### config.mk
export PLATFORM = sky130hd
export DESIGN_NAME = pe_ctrl
export DESIGN_NICKNAME = d
export VERILOG_FILES = /design/src/rtl/pe_ctrl_pkg.sv /design/src/rtl/pe_ctrl_cnt.sv /design/src/rtl/pe_ctrl.sv
export SDC_FILE = /design/constraint.sdc
export NUM_CORES = 1
export LEC_CHECK = 0
export CAP_MARGIN = 20
export CORE_ASPECT_RATIO = 2
export CORE_UTILIZATION = 55
export DETAILED_ROUTE_END_ITERATION = 16
export PLACE_DENSITY = 0.89
export SKIP_CTS_REPAIR_TIMING = 1
export SLEW_MARGIN = 20
export SYNTH_ARGS = -nofsm -noshare
export SYNTH_HDL_FRONTEND = slang
export SYNTH_SLANG_ARGS = --single-unit
### constraint.sdc
create_clock -name clk -period 6.2 [get_ports clk]
set_clock_uncertainty 0.05 [all_clocks]
set_input_delay 1.55 -clock clk [delete_from_list [all_inputs] [get_ports clk]]
set_output_delay 1.55 -clock clk [all_outputs]
set_load 0.1 [all_outputs]
### src/rtl/pe_ctrl_pkg.sv
// Shared types and PE timing constants for the PE controller.
// The PE contract is fixed: one cycle of register-file read latency and one cycle from dout to psum.
package pe_ctrl_pkg;

  typedef enum logic [2:0] {
    S_IDLE    = 3'd0,
    S_LOAD_W  = 3'd1,
    S_COMPUTE = 3'd2,
    S_DRAIN   = 3'd3,
    S_DONE    = 3'd4
  } state_e;

  localparam int unsigned REGFILE_RD_LAT = 1;
  localparam int unsigned MAC_DOUT_LAT   = 1;

endpackage

### src/rtl/pe_ctrl_cnt.sv
// Loadable wrap counter: counts 0..last_val on inc, then wraps to 0.
// Shared by the weight index, filter tap index, window count and output count.
module pe_ctrl_cnt #(
  parameter int unsigned WIDTH = 4
) (
  input  logic             clk,
  input  logic             rst,
  input  logic             load,
  input  logic [WIDTH-1:0] load_val,
  input  logic             inc,
  input  logic [WIDTH-1:0] last_val,
  output logic [WIDTH-1:0] cnt
);

  logic [WIDTH-1:0] cnt_q, cnt_d;

  // NOTE: assigning cnt_d before any branch keeps this purely combinational (no latch).
  always_comb begin
    cnt_d = cnt_q;
    if (load) begin
      cnt_d = load_val;
    end else if (inc) begin
      cnt_d = (cnt_q == last_val) ? '0 : cnt_q + WIDTH'(1);
    end
  end

  // NOTE: state registers use non-blocking assignments so every flop samples pre-edge values.
  always_ff @(posedge clk or posedge rst) begin
    if (rst) begin
      cnt_q <= '0;
    end else begin
      cnt_q <= cnt_d;
    end
  end

  assign cnt = cnt_q;

endmodule

### src/rtl/pe_ctrl.sv
// Sequencer for one PE: loads K weights, streams activations in K-tap windows,
// inserts a dout per window and collects N partial sums.
module pe_ctrl #(
  parameter int unsigned DATA_BITWIDTH     = 8,
  parameter int unsigned ROM_ADDR_BITWIDTH = 4,
  parameter int unsigned CNT_BITWIDTH      = 16
) (
  input  logic                         clk,
  input  logic                         rst,
  input  logic                         start,
  input  logic [ROM_ADDR_BITWIDTH:0]   cfg_k,
  input  logic [CNT_BITWIDTH-1:0]      cfg_num_out,
  input  logic                         wght_valid,
  input  logic [DATA_BITWIDTH-1:0]     wght_data,
  output logic                         wght_ready,
  input  logic                         iact_valid,
  input  logic [DATA_BITWIDTH-1:0]     iact_data,
  output logic                         iact_ready,
  output logic                         en_regfile_wght,
  output logic                         we_regfile_wght,
  output logic                         en_MAC_din,
  output logic                         en_MAC_dout,
  output logic [DATA_BITWIDTH-1:0]     wght_regfile_in,
  output logic [DATA_BITWIDTH-1:0]     iact,
  output logic [ROM_ADDR_BITWIDTH-1:0] rd_addr_regfile,
  output logic [ROM_ADDR_BITWIDTH-1:0] wr_addr_regfile,
  input  logic [31:0]                  psum_in,
  output logic [31:0]                  psum_out,
  output logic                         psum_valid,
  output logic                         busy,
  output logic                         done
);

  import pe_ctrl_pkg::*;

  localparam int unsigned AW = ROM_ADDR_BITWIDTH;
  localparam int unsigned KW = ROM_ADDR_BITWIDTH + 1;
  localparam logic [KW-1:0] K_MAX = KW'(1) << AW;

  // Window-end marker travels through these taps: last din, dout, psum capture.
  localparam int unsigned LAST_DIN_TAP = REGFILE_RD_LAT - 1;
  localparam int unsigned DOUT_TAP     = REGFILE_RD_LAT;
  localparam int unsigned CAP_TAP      = REGFILE_RD_LAT + MAC_DOUT_LAT;
  localparam int unsigned WEND_LEN     = CAP_TAP + 1;

  state_e                   state_q, state_d;
  logic [KW-1:0]            cfg_k_q, cfg_k_d;
  logic [CNT_BITWIDTH-1:0]  cfg_n_q, cfg_n_d;
  logic [DATA_BITWIDTH-1:0] iact_q, iact_d;
  logic                     din_q, din_d;
  logic [WEND_LEN-1:0]      wend_q, wend_d;
  logic [31:0]              psum_hold_q, psum_hold_d;

  logic                     cnt_load, w_inc, k_inc, win_inc, out_inc;
  logic [AW-1:0]            w_idx, k_idx, k_last_val;
  logic [CNT_BITWIDTH-1:0]  win_cnt, out_cnt, n_last_val;
  logic                     cfg_ok, k_last, win_last, out_last, cap;

  // K = 2^AW truncates to 0 here, and 0 - 1 wraps to the correct all-ones last index.
  assign k_last_val = cfg_k_q[AW-1:0] - AW'(1);
  assign n_last_val = cfg_n_q - CNT_BITWIDTH'(1);
  assign k_last     = (k_idx == k_last_val);
  assign win_last   = (win_cnt == n_last_val);
  assign out_last   = (out_cnt == n_last_val);
  assign cap        = wend_q[CAP_TAP];
  assign out_inc    = cap;
  assign cfg_ok     = (cfg_k != '0) && (cfg_k <= K_MAX) && (cfg_num_out != '0);

  pe_ctrl_cnt #(.WIDTH(AW)) u_w_idx (
    .clk(clk), .rst(rst), .load(cnt_load), .load_val('0),
    .inc(w_inc), .last_val(k_last_val), .cnt(w_idx)
  );

  pe_ctrl_cnt #(.WIDTH(AW)) u_k_idx (
    .clk(clk), .rst(rst), .load(cnt_load), .load_val('0),
    .inc(k_inc), .last_val(k_last_val), .cnt(k_idx)
  );

  pe_ctrl_cnt #(.WIDTH(CNT_BITWIDTH)) u_win_cnt (
    .clk(clk), .rst(rst), .load(cnt_load), .load_val('0),
    .inc(win_inc), .last_val(n_last_val), .cnt(win_cnt)
  );

  pe_ctrl_cnt #(.WIDTH(CNT_BITWIDTH)) u_out_cnt (
    .clk(clk), .rst(rst), .load(cnt_load), .load_val('0),
    .inc(out_inc), .last_val(n_last_val), .cnt(out_cnt)
  );

  always_comb begin
    state_d         = state_q;
    cfg_k_d         = cfg_k_q;
    cfg_n_d         = cfg_n_q;
    iact_d          = iact_q;
    din_d           = 1'b0;
    wend_d          = {wend_q[WEND_LEN-2:0], 1'b0};
    psum_hold_d     = cap ? psum_in : psum_hold_q;
    cnt_load        = 1'b0;
    w_inc           = 1'b0;
    k_inc           = 1'b0;
    win_inc         = 1'b0;
    wght_ready      = 1'b0;
    iact_ready      = 1'b0;
    en_regfile_wght = 1'b0;
    we_regfile_wght = 1'b0;
    wght_regfile_in = '0;
    rd_addr_regfile = '0;
    wr_addr_regfile = '0;
    done            = 1'b0;

    case (state_q)
      S_IDLE: begin
        if (start && cfg_ok) begin
          cfg_k_d  = cfg_k;
          cfg_n_d  = cfg_num_out;
          cnt_load = 1'b1;
          state_d  = S_LOAD_W;
        end
      end

      S_LOAD_W: begin
        wght_ready = 1'b1;
        if (wght_valid) begin
          en_regfile_wght = 1'b1;
          we_regfile_wght = 1'b1;
          wr_addr_regfile = w_idx;
          wght_regfile_in = wght_data;
          w_inc           = 1'b1;
          if (w_idx == k_last_val) begin
            state_d = S_COMPUTE;
          end
        end
      end

      S_COMPUTE: begin
        // Hold off the next window until its first din can no longer meet the dout.
        iact_ready = !(wend_q[LAST_DIN_TAP] || wend_q[DOUT_TAP]);
        if (iact_valid && iact_ready) begin
          en_regfile_wght = 1'b1;
          rd_addr_regfile = k_idx;
          iact_d          = iact_data;
          din_d           = 1'b1;
          k_inc           = 1'b1;
          if (k_last) begin
            wend_d[0] = 1'b1;
            win_inc   = 1'b1;
            if (win_last) begin
              state_d = S_DRAIN;
            end
          end
        end
      end

      S_DRAIN: begin
        if (cap && out_last) begin
          state_d = S_DONE;
        end
      end

      S_DONE: begin
        done    = 1'b1;
        state_d = S_IDLE;
      end

      default: state_d = S_IDLE;
    endcase
  end

  always_ff @(posedge clk or posedge rst) begin
    if (rst) begin
      state_q     <= S_IDLE;
      cfg_k_q     <= '0;
      cfg_n_q     <= '0;
      iact_q      <= '0;
      din_q       <= 1'b0;
      wend_q      <= '0;
      psum_hold_q <= '0;
    end else begin
      state_q     <= state_d;
      cfg_k_q     <= cfg_k_d;
      cfg_n_q     <= cfg_n_d;
      iact_q      <= iact_d;
      din_q       <= din_d;
      wend_q      <= wend_d;
      psum_hold_q <= psum_hold_d;
    end
  end

  assign iact        = iact_q;
  assign en_MAC_din  = din_q;
  assign en_MAC_dout = wend_q[DOUT_TAP];
  assign psum_valid  = cap;
  assign psum_out    = cap ? psum_in : psum_hold_q;
  assign busy        = (state_q != S_IDLE);

endmodule

# Yosys cells after proc, flatten, opt, wreduce, memory -nomap -nowiden

Cells that the tools add are included.

Bits in registers: 107
Latch bits: 0
Bits in writable memories: 0
Memory bits (read-only): 0
Input port bits: 74
Output and inout bits: 65
Memories: 0

$add $sub $neg: 6
Multiply operators: 0
Divide/modulo/power cells: 0
$lt $le $gt $ge: 1
Equal/unequal tests: 15
Shift operators: 0
Multiplexer cells: 40
Bitwise logic cells: 0
Reduce and logical (&&, ||, !) cells: 18

Operators by type and width:

| cell                                                | number |
|---|---|
| 2-to-1 mux 16 bit                                   | 6 |
| 2-to-1 mux 4 bit                                    | 10 |
| adder 16 x 1 -> 16 bit, second input constant       | 2 |
| equality test 16 bit                                | 2 |
| 2-to-1 mux 32 bit                                   | 1 |
| 2-to-1 mux 3 bit                                    | 7 |
| 2-to-1 mux 8 bit                                    | 2 |
| nonzero test 16 bit                                 | 1 |
| subtractor 16 x 1 -> 16 bit, second input constant  | 1 |
| != test 2 bit, second input constant                | 7 |
| 2-to-1 mux 1 bit                                    | 12 |
| one-hot mux 3 bit (4 select lines)                  | 1 |
| adder 4 x 1 -> 4 bit, second input constant         | 2 |
| equality test 4 bit                                 | 2 |
| nonzero test 2 bit                                  | 4 |
| AND reduction 7 bit                                 | 1 |
| equality test 3 x 2 -> 1 bit, second input constant | 2 |
| <= comparator 5 bit, second input constant          | 1 |
| logical AND 1 bit                                   | 5 |
| nonzero test 5 bit                                  | 1 |
| AND reduction 2 bit                                 | 2 |
| subtractor 4 x 1 -> 4 bit, second input constant    | 1 |
| equality test 3 x 1 -> 1 bit, second input constant | 1 |
| equality test 3 bit, second input constant          | 1 |
| other kinds (5)                                     | 5 |

# Longest topological paths before layout

Gate-level depths: netlist of the first run.

Depth in word-level cells: 7
Gate-level depth with buffers: 11
Mapped depth without buffers: 11

# Hierarchy

A second synthesis of the first run with hierarchy kept.

Cells, all modules: 745
Area, all modules: 7011.7 sq um

By module, submodules not included:

| module                       | times used | cells an instance | area each (sq um) | seq. area each (sq um) |
|---|---|---|---|---|
| pe_ctrl                      | 1          | 411               | 3948.8            | 1676.6 |
| pe_ctrl_cnt at u_out_cnt ... | 2          | 136               | 1232.4            | 400.4 |
| pe_ctrl_cnt at u_k_idx       | 1          | 30                | 306.5             | 100.1 |
| pe_ctrl_cnt at u_w_idx       | 1          | 32                | 291.5             | 100.1 |

# Least setup slack after synthesis of the first run

OpenSTA, ideal clock, no wires.

Path type: input-to-output
Start: in iact_valid
End: out rd_addr_regfile[2]
Data arrival time: 2848 ps
Required time: 4600 ps
Setup slack: 1752 ps
Stages: 4
Buffers on the path: 1
Cell sequence: nand3_1 clkinv_1 buf_1 and2_1

Longest elaborated chain between the ends: 3

Ends and longest elaborated chain:

| item              | RTL line       | RTL |
|---|---|---|
| start, declared   | pe_ctrl.sv:16  | `input logic iact_valid,` |
| logical AND 1 bit | pe_ctrl.sv:137 | `if (iact_valid && iact_ready) begin` |
| 2-to-1 mux 4 bit  | pe_ctrl.sv:137 |  |
| 2-to-1 mux 4 bit  | pe_ctrl.sv:110 | `case (state_q)` |
| end, declared     | pe_ctrl.sv:25  | `output logic [ROM_ADDR_BITWIDTH-1:0] rd_addr_regfile,` |

No other way between the ends.

# Final worst setup path of the first run

Start: in iact_valid
End: out rd_addr_regfile[0]

The elaborated chain is that of the path after synthesis.

==> impl_metrics.py, run 1 <==
metrics = {
    "synthesis": {
        "yosysWarnings": 0,
        "synth_common_cells": "dfrtp_1, nand2_1, nor2_1",
        "synth_area_sq_um": 6040,
        "synthFlopType": "dfrtp_1",
        "synth_edf_count": 0,
        "seq_area_frac_synth": 0.443,
        "synth_most_common_cell": "dfrtp_1",
        "synth-seq-cells": 107,
        "yosys.area.top_type": "dfrtp_1",
        "synth_area_leaders": "dfrtp_1, mux2_2, nand2_1, xnor2_1, xor2_1",
        "yosysTopAreaCellShare": 0.443,
        "ys_types": 64,
        "syn_area_per_cell_sq_um": 9.35,
        "syn_inst": 646,
        "syn_nets": 726,
        "async_reset_ff_frac": 1.00,
    },
    "place": {
        "io_buffers": 138,
        "post_dp_cell_area_sq_um": 7460,
        "place_congestion": 0.930,
        "dp_cells": 897,
        "dp_slack_ns": 1.16,
        "hpwl_um": 12400,
    },
    "global_route": {
        "grt_antenna_before_repair": 0,
        "grt_pass1_wl_um": 26500,
        "grt_max_degree": 67,
        "track_usage": 0.296,
        "overflow": 0,
        "grt_pass1_vias": 5468,
    },
    "min_path": {
        "holdPathStages": 0,
        "hold_path_class": "reg -> reg",
        "hold_start": "wend_q[0]",
        "min_to": "wend_q[1]",
    },
    "setup_path": {
        "reg2regPathDepth": 9,
        "critPathLaunchType": "input port",
        "critical_path_class": "in -> out",
        "arrival_ns": 3.44,
        "required_ns": 4.60,
        "r2r_start": "cfg_n_q[0]",
        "r2r_setup_slack_ns": 2.35,
        "r2r-end": "u_win_cnt.cnt[2]",
        "endpoint_kind": "output port",
        "critPathMaxFanout": 18,
    },
    "route": {
        "antenna_left": 0,
        "drt_iter0_markers": 267,
        "drc": 0,
        "vias_per_cell": 5.82,
        "num_vias": 5313,
        "routed_wl_um": 16200,
        "wl_per_cell_um": 17.8,
        "dr.pass1.iters": 5,
    },
    "sta": {
        "tns_ns": 0,
        "finalCritPeriodShare": 0.812,
        "fmax_mhz": 199,
        "fin_ws_ns": 1.16,
        "maxSlewViolCount": 0,
        "worst_pin_slew_ns": 1.01,
        "hold_viol_final": 0,
        "fin_crit_ns": 5.04,
        "setup_violations": 0,
        "slew_headroom": 0.328,
        "rsz0062_at_grt": "false",
    },
    "pwr": {
        "leakage_nw": 3.44,
        "irDropWorstVdd_mv": 0.378,
        "p_per_area_nw_per_um2": 528,
    },
    "floorplan": {
        "fp.coreArea_sq_um": 10600,
        "die_w_um": 76.1,
        "start_util": 0.569,
        "rows": 53,
        "die_area_sq_um": 11400,
        "die_h_um": 150,
        "ios": 139,
    },
    "finish": {
        "fin_area_sq_um": 7760,
        "final_core_util": 0.732,
        "antenna_cells": 0,
        "fin_cells": 913,
        "drive_gt1_frac": 0.121,
        "syn_to_final_growth_pct": 28.5,
        "fin_nets": 851,
    },
    "status": {
        "status": "complete, no violations",
    },
    "clock_network": {
        "cts_buffers": 9,
        "cts.sinks": 107,
        "htreeDepth": 3,
        "cts_root_buffer": "clkbuf_16",
        "clockBufferDepth": 2,
        "path_clk_slew_ns": 0.08,
        "clock_latency_ns": 0.36,
        "cts_tree": "built",
    },
    "flow_run": {
        "maxCapViolCount": 0,
    },
}
==> power by group <==
part	internal (mW)	total [mW]	switching [mW]	leakage, nW
combinational	0.715	2.38	1.67	1.89
clock	0.289	0.576	0.287	0.147
sequential	0.895	1.14	0.242	1.41
==> per-layer routing <==
| metal | wire, um | track usage | vias to the layer above |
|---|---|---|---|
| li1 | - | - | 2516 |
| met1 | 5880 | 0.312 | 2568 |
| met3 | 596 | 0.0388 | 47 |
| met5 | 0 | 0 | - |
| met2 | 9120 | 0.564 | 182 |
| met4 | 650 | 0.159 | 0 |
==> layout make-up <==
type / count / area (sq um)
multi-input cells: 489 / 3160
fillers: 789 / 2850
flip-flops and latches: 107 / 2680
repair buffers: 144 / 1380
clock buffers: 9 / 225
well taps: 137 / 171
clock inverters: 7 / 77.6
inverters: 20 / 77.6
==> flip-flops by register name, indices dropped and copies added (netlist names) <==
register / flops
cfg_k_q: 4
cfg_n_q: 16
en_MAC_din: 1
iact: 8
psum_hold_q: 32
state_q: 3
u_k_idx.cnt: 4
u_out_cnt.cnt: 16
u_w_idx.cnt: 4
u_win_cnt.cnt: 16
wend_q: 3
==> cell usage in the layout, fill, tap and decap left out, types with 22 or more instances in the layout <==
master           count
nand3_1             22
xnor2_1             34
mux2_2              35
nor2_1              47
buf_4               26
o21ai_0             22
nand2_1             97
clkdlybuf4s50_1    118
xor2_1              22
dfrtp_1            107
==> how the worst max path moves through the flow <==
stage | to | cells past startpoint | slack [ns] | from
final | rd_addr_regfile[0] | 5 | 1.16 | iact_valid
after global routing | rd_addr_regfile[1] | 5 | 0.95 | iact_valid
after CTS | rd_addr_regfile[0] | 5 | 1.15 | iact_valid
after detailed placement | rd_addr_regfile[0] | 5 | 1.16 | iact_valid
after global placement | rd_addr_regfile[2] | 5 | 1.23 | iact_valid
after floorplan | rd_addr_regfile[2] | 4 | 1.75 | iact_valid
==> critical path: stages <==
cell	delay (ns)
clkdlybuf4s50_1	0.42
nand3_1	0.39
clkinv_1	0.51
and2_1	0.33
buf_4	0.23
==> logic make-up (layout without fill, tap and decap cells) <==
family / count (synthesis) / after routing / share of synthesized area
buffers and inverters: 50 / 180 / 0.0346
and+or+nand+nor: 294 / 294 / 0.253
adders and majority gates: 7 / 7 / 0.0141
muxes: 36 / 36 / 0.0669
xor gates and xnor gates: 57 / 57 / 0.0849
AOI/OAI and AO/OA: 95 / 95 / 0.103
DFF: 107 / 107 / 0.443
==> metrics by stage <==
step	total power, mW	hold slack, ns
6_report	4.10	0.374
5_1_grt	4.28	0.382
4_1_cts	4.10	0.372
3_5_place_dp	3.52	0.353
3_3_place_gp	3.46	0.364
2_1_floorplan	3.29	0.305
Note: power is estimated with default switching activity, not from simulation.
==> run 2: changes to the inputs <==
Settings changed: CORE_UTILIZATION 55 to 46, PLACE_DENSITY 0.89 to 0.79.
Clock period 6.2 ns to 4.45 ns, I/O delays scaled along.
==> run 2 against run 1 <==
Net effect: worst hold slack improved by 0.014 ns; setup slack got worse by 0.64 ns; clock power increased by 41%; die area increased by 19%; wire length increased by 2.1%; non-clock buffer count increased by 8; sequential power increased by 40%; first-iteration DRC count increased by 61%; register-to-register slack got worse by 1.8 ns; power increased by 40%; global-route usage decreased by 4.9 points; critical endpoint is now u_out_cnt.cnt[9].
==> impl_metrics.py, run 2 (synthesis results as in run 1) <==
metrics = {
    "sta": {
        "tns_ns": 0,
        "holdWs_ns": 0.388,
        "maxSlewViolCount": 0,
        "finalCritPeriodShare": 0.883,
        "setup_violations": 0,
        "hold_viol_final": 0,
        "fmax_mhz": 255,
        "worst_pin_slew_ns": 1.00,
        "rsz0062_at_grt": "false",
        "fin_crit_ns": 3.93,
        "slew_headroom": 0.328,
    },
    "finish": {
        "fin_cells": 934,
        "largest_register_ffs": 32,
        "drive_gt1_frac": 0.171,
        "layout_common_cells": "dfrtp_1, nand2_1, clkdlybuf4s50_1",
        "syn_to_final_growth_pct": 29.8,
        "fin_nets": 859,
        "fin_area_sq_um": 7840,
        "regArea_sq_um": 2680,
        "largest-register": "psum_hold_q",
        "multiInputGateArea_sq_um": 3160,
        "layout.cells.most_common": "dfrtp_1",
        "antenna_cells": 0,
        "n_fill_cell": 1031,
    },
    "floorplan": {
        "die_w_um": 83.0,
        "rows": 58,
        "die_h_um": 164,
        "die_area_sq_um": 13600,
        "ios": 139,
        "fp.coreArea_sq_um": 12700,
        "start_util": 0.476,
    },
    "pwr": {
        "irDropWorstVdd_mv": 0.563,
        "p_per_area_nw_per_um2": 732,
        "leakage_nw": 3.56,
    },
    "setup_path": {
        "critPathLaunchType": "register",
        "endpoint_kind": "register",
        "arrival_ns": 4.12,
        "critical_path_class": "reg -> reg",
        "critPathMaxFanout": 17,
        "required_ns": 4.64,
        "reg2regPathDepth": 10,
        "r2r_setup_slack_ns": 0.52,
    },
    "route": {
        "wl_met2_um": 9250,
        "top_layer": "met4",
        "vias_per_cell": 5.86,
        "routed_wl_um": 16600,
        "num_vias": 5473,
        "met3WireLength_um": 759,
        "wl_met1_um": 5740,
        "wl_per_cell_um": 17.8,
        "antenna_left": 0,
        "dr.pass1.iters": 5,
        "drt_iter0_markers": 431,
        "drc": 0,
    },
    "place": {
        "hpwl_um": 12700,
        "place_congestion": 0.846,
        "post_dp_cell_area_sq_um": 7540,
        "dp_cells": 918,
        "io_buffers": 138,
    },
    "clock_network": {
        "cts.sinks": 107,
        "htreeDepth": 3,
        "clock_latency_ns": 0.35,
        "path_clk_slew_ns": 0.08,
        "cts_tree": "built",
        "clockBufferDepth": 2,
        "cts_root_buffer": "clkbuf_16",
        "cts_buffers": 9,
    },
    "global_route": {
        "grt_antenna_before_repair": 0,
        "grt_pass1_vias": 5538,
        "overflow": 0,
        "grt_max_degree": 108,
        "track_usage": 0.247,
        "grt_pass1_wl_um": 26700,
    },
    "min_path": {
        "holdPathStages": 0,
        "hold_path_class": "reg -> reg",
    },
    "status": {
        "status": "complete, no violations",
    },
    "flow_run": {
        "maxCapViolCount": 0,
    },
}
[run 2: report_power, final]
part           total, mW  internal, mW  switching, mW
Clock              0.812         0.444          0.368
Combinational       3.33          1.00           2.33
Sequential          1.60          1.25          0.355
Total               5.74          2.69           3.05
[run 2: per-layer routing]
metal / GRT usage / vias to the layer above
met5: 0 / -
met4: 0.144 / 0
met3: 0.0367 / 52
met2: 0.471 / 227
met1: 0.251 / 2659
li1: - / 2535
[run 2: area by class of cell]
type / instances / area share
Multi-Input combinational cell: 489 / 0.402
Sequential cell: 107 / 0.341
Timing Repair Buffer: 152 / 0.184
Clock buffer: 10 / 0.0292
Tap cell: 150 / 0.0239
Inverter: 20 / 0.00989
Clock inverter: 6 / 0.00941
[run 2: worst paths after layout]
kind / from / to
min in group asynchronous: rst / u_win_cnt.cnt[2]
max in group asynchronous: rst / psum_hold_q[27]
max reg2reg: cfg_n_q[0] / u_out_cnt.cnt[9]
min: wend_q[0] / wend_q[1]
max: cfg_n_q[0] / u_out_cnt.cnt[9]
min reg2reg: wend_q[0] / wend_q[1]
[run 2: stage by stage]
stage          power, mW   util  worst slack, ns
2_1_floorplan       4.58      -            0.470
3_3_place_gp        4.86  0.594            0.617
3_5_place_dp        4.93  0.594            0.591
4_1_cts             5.75  0.618            0.710
5_1_grt             6.01  0.618            0.311
6_report            5.74  0.618            0.523
[run 2: critical path, cell delays in order, from the launching register on]
cell	delay (ns)
dfrtp_1	0.45
inv_1	0.10
ha_1	0.31
nor3b_1	0.53
nand2b_1	0.18
xnor2_1	0.16
nor4_1	0.73
and4_4	0.41
a21o_1	0.49
o21ai_0	0.18
a21bo_1	0.21
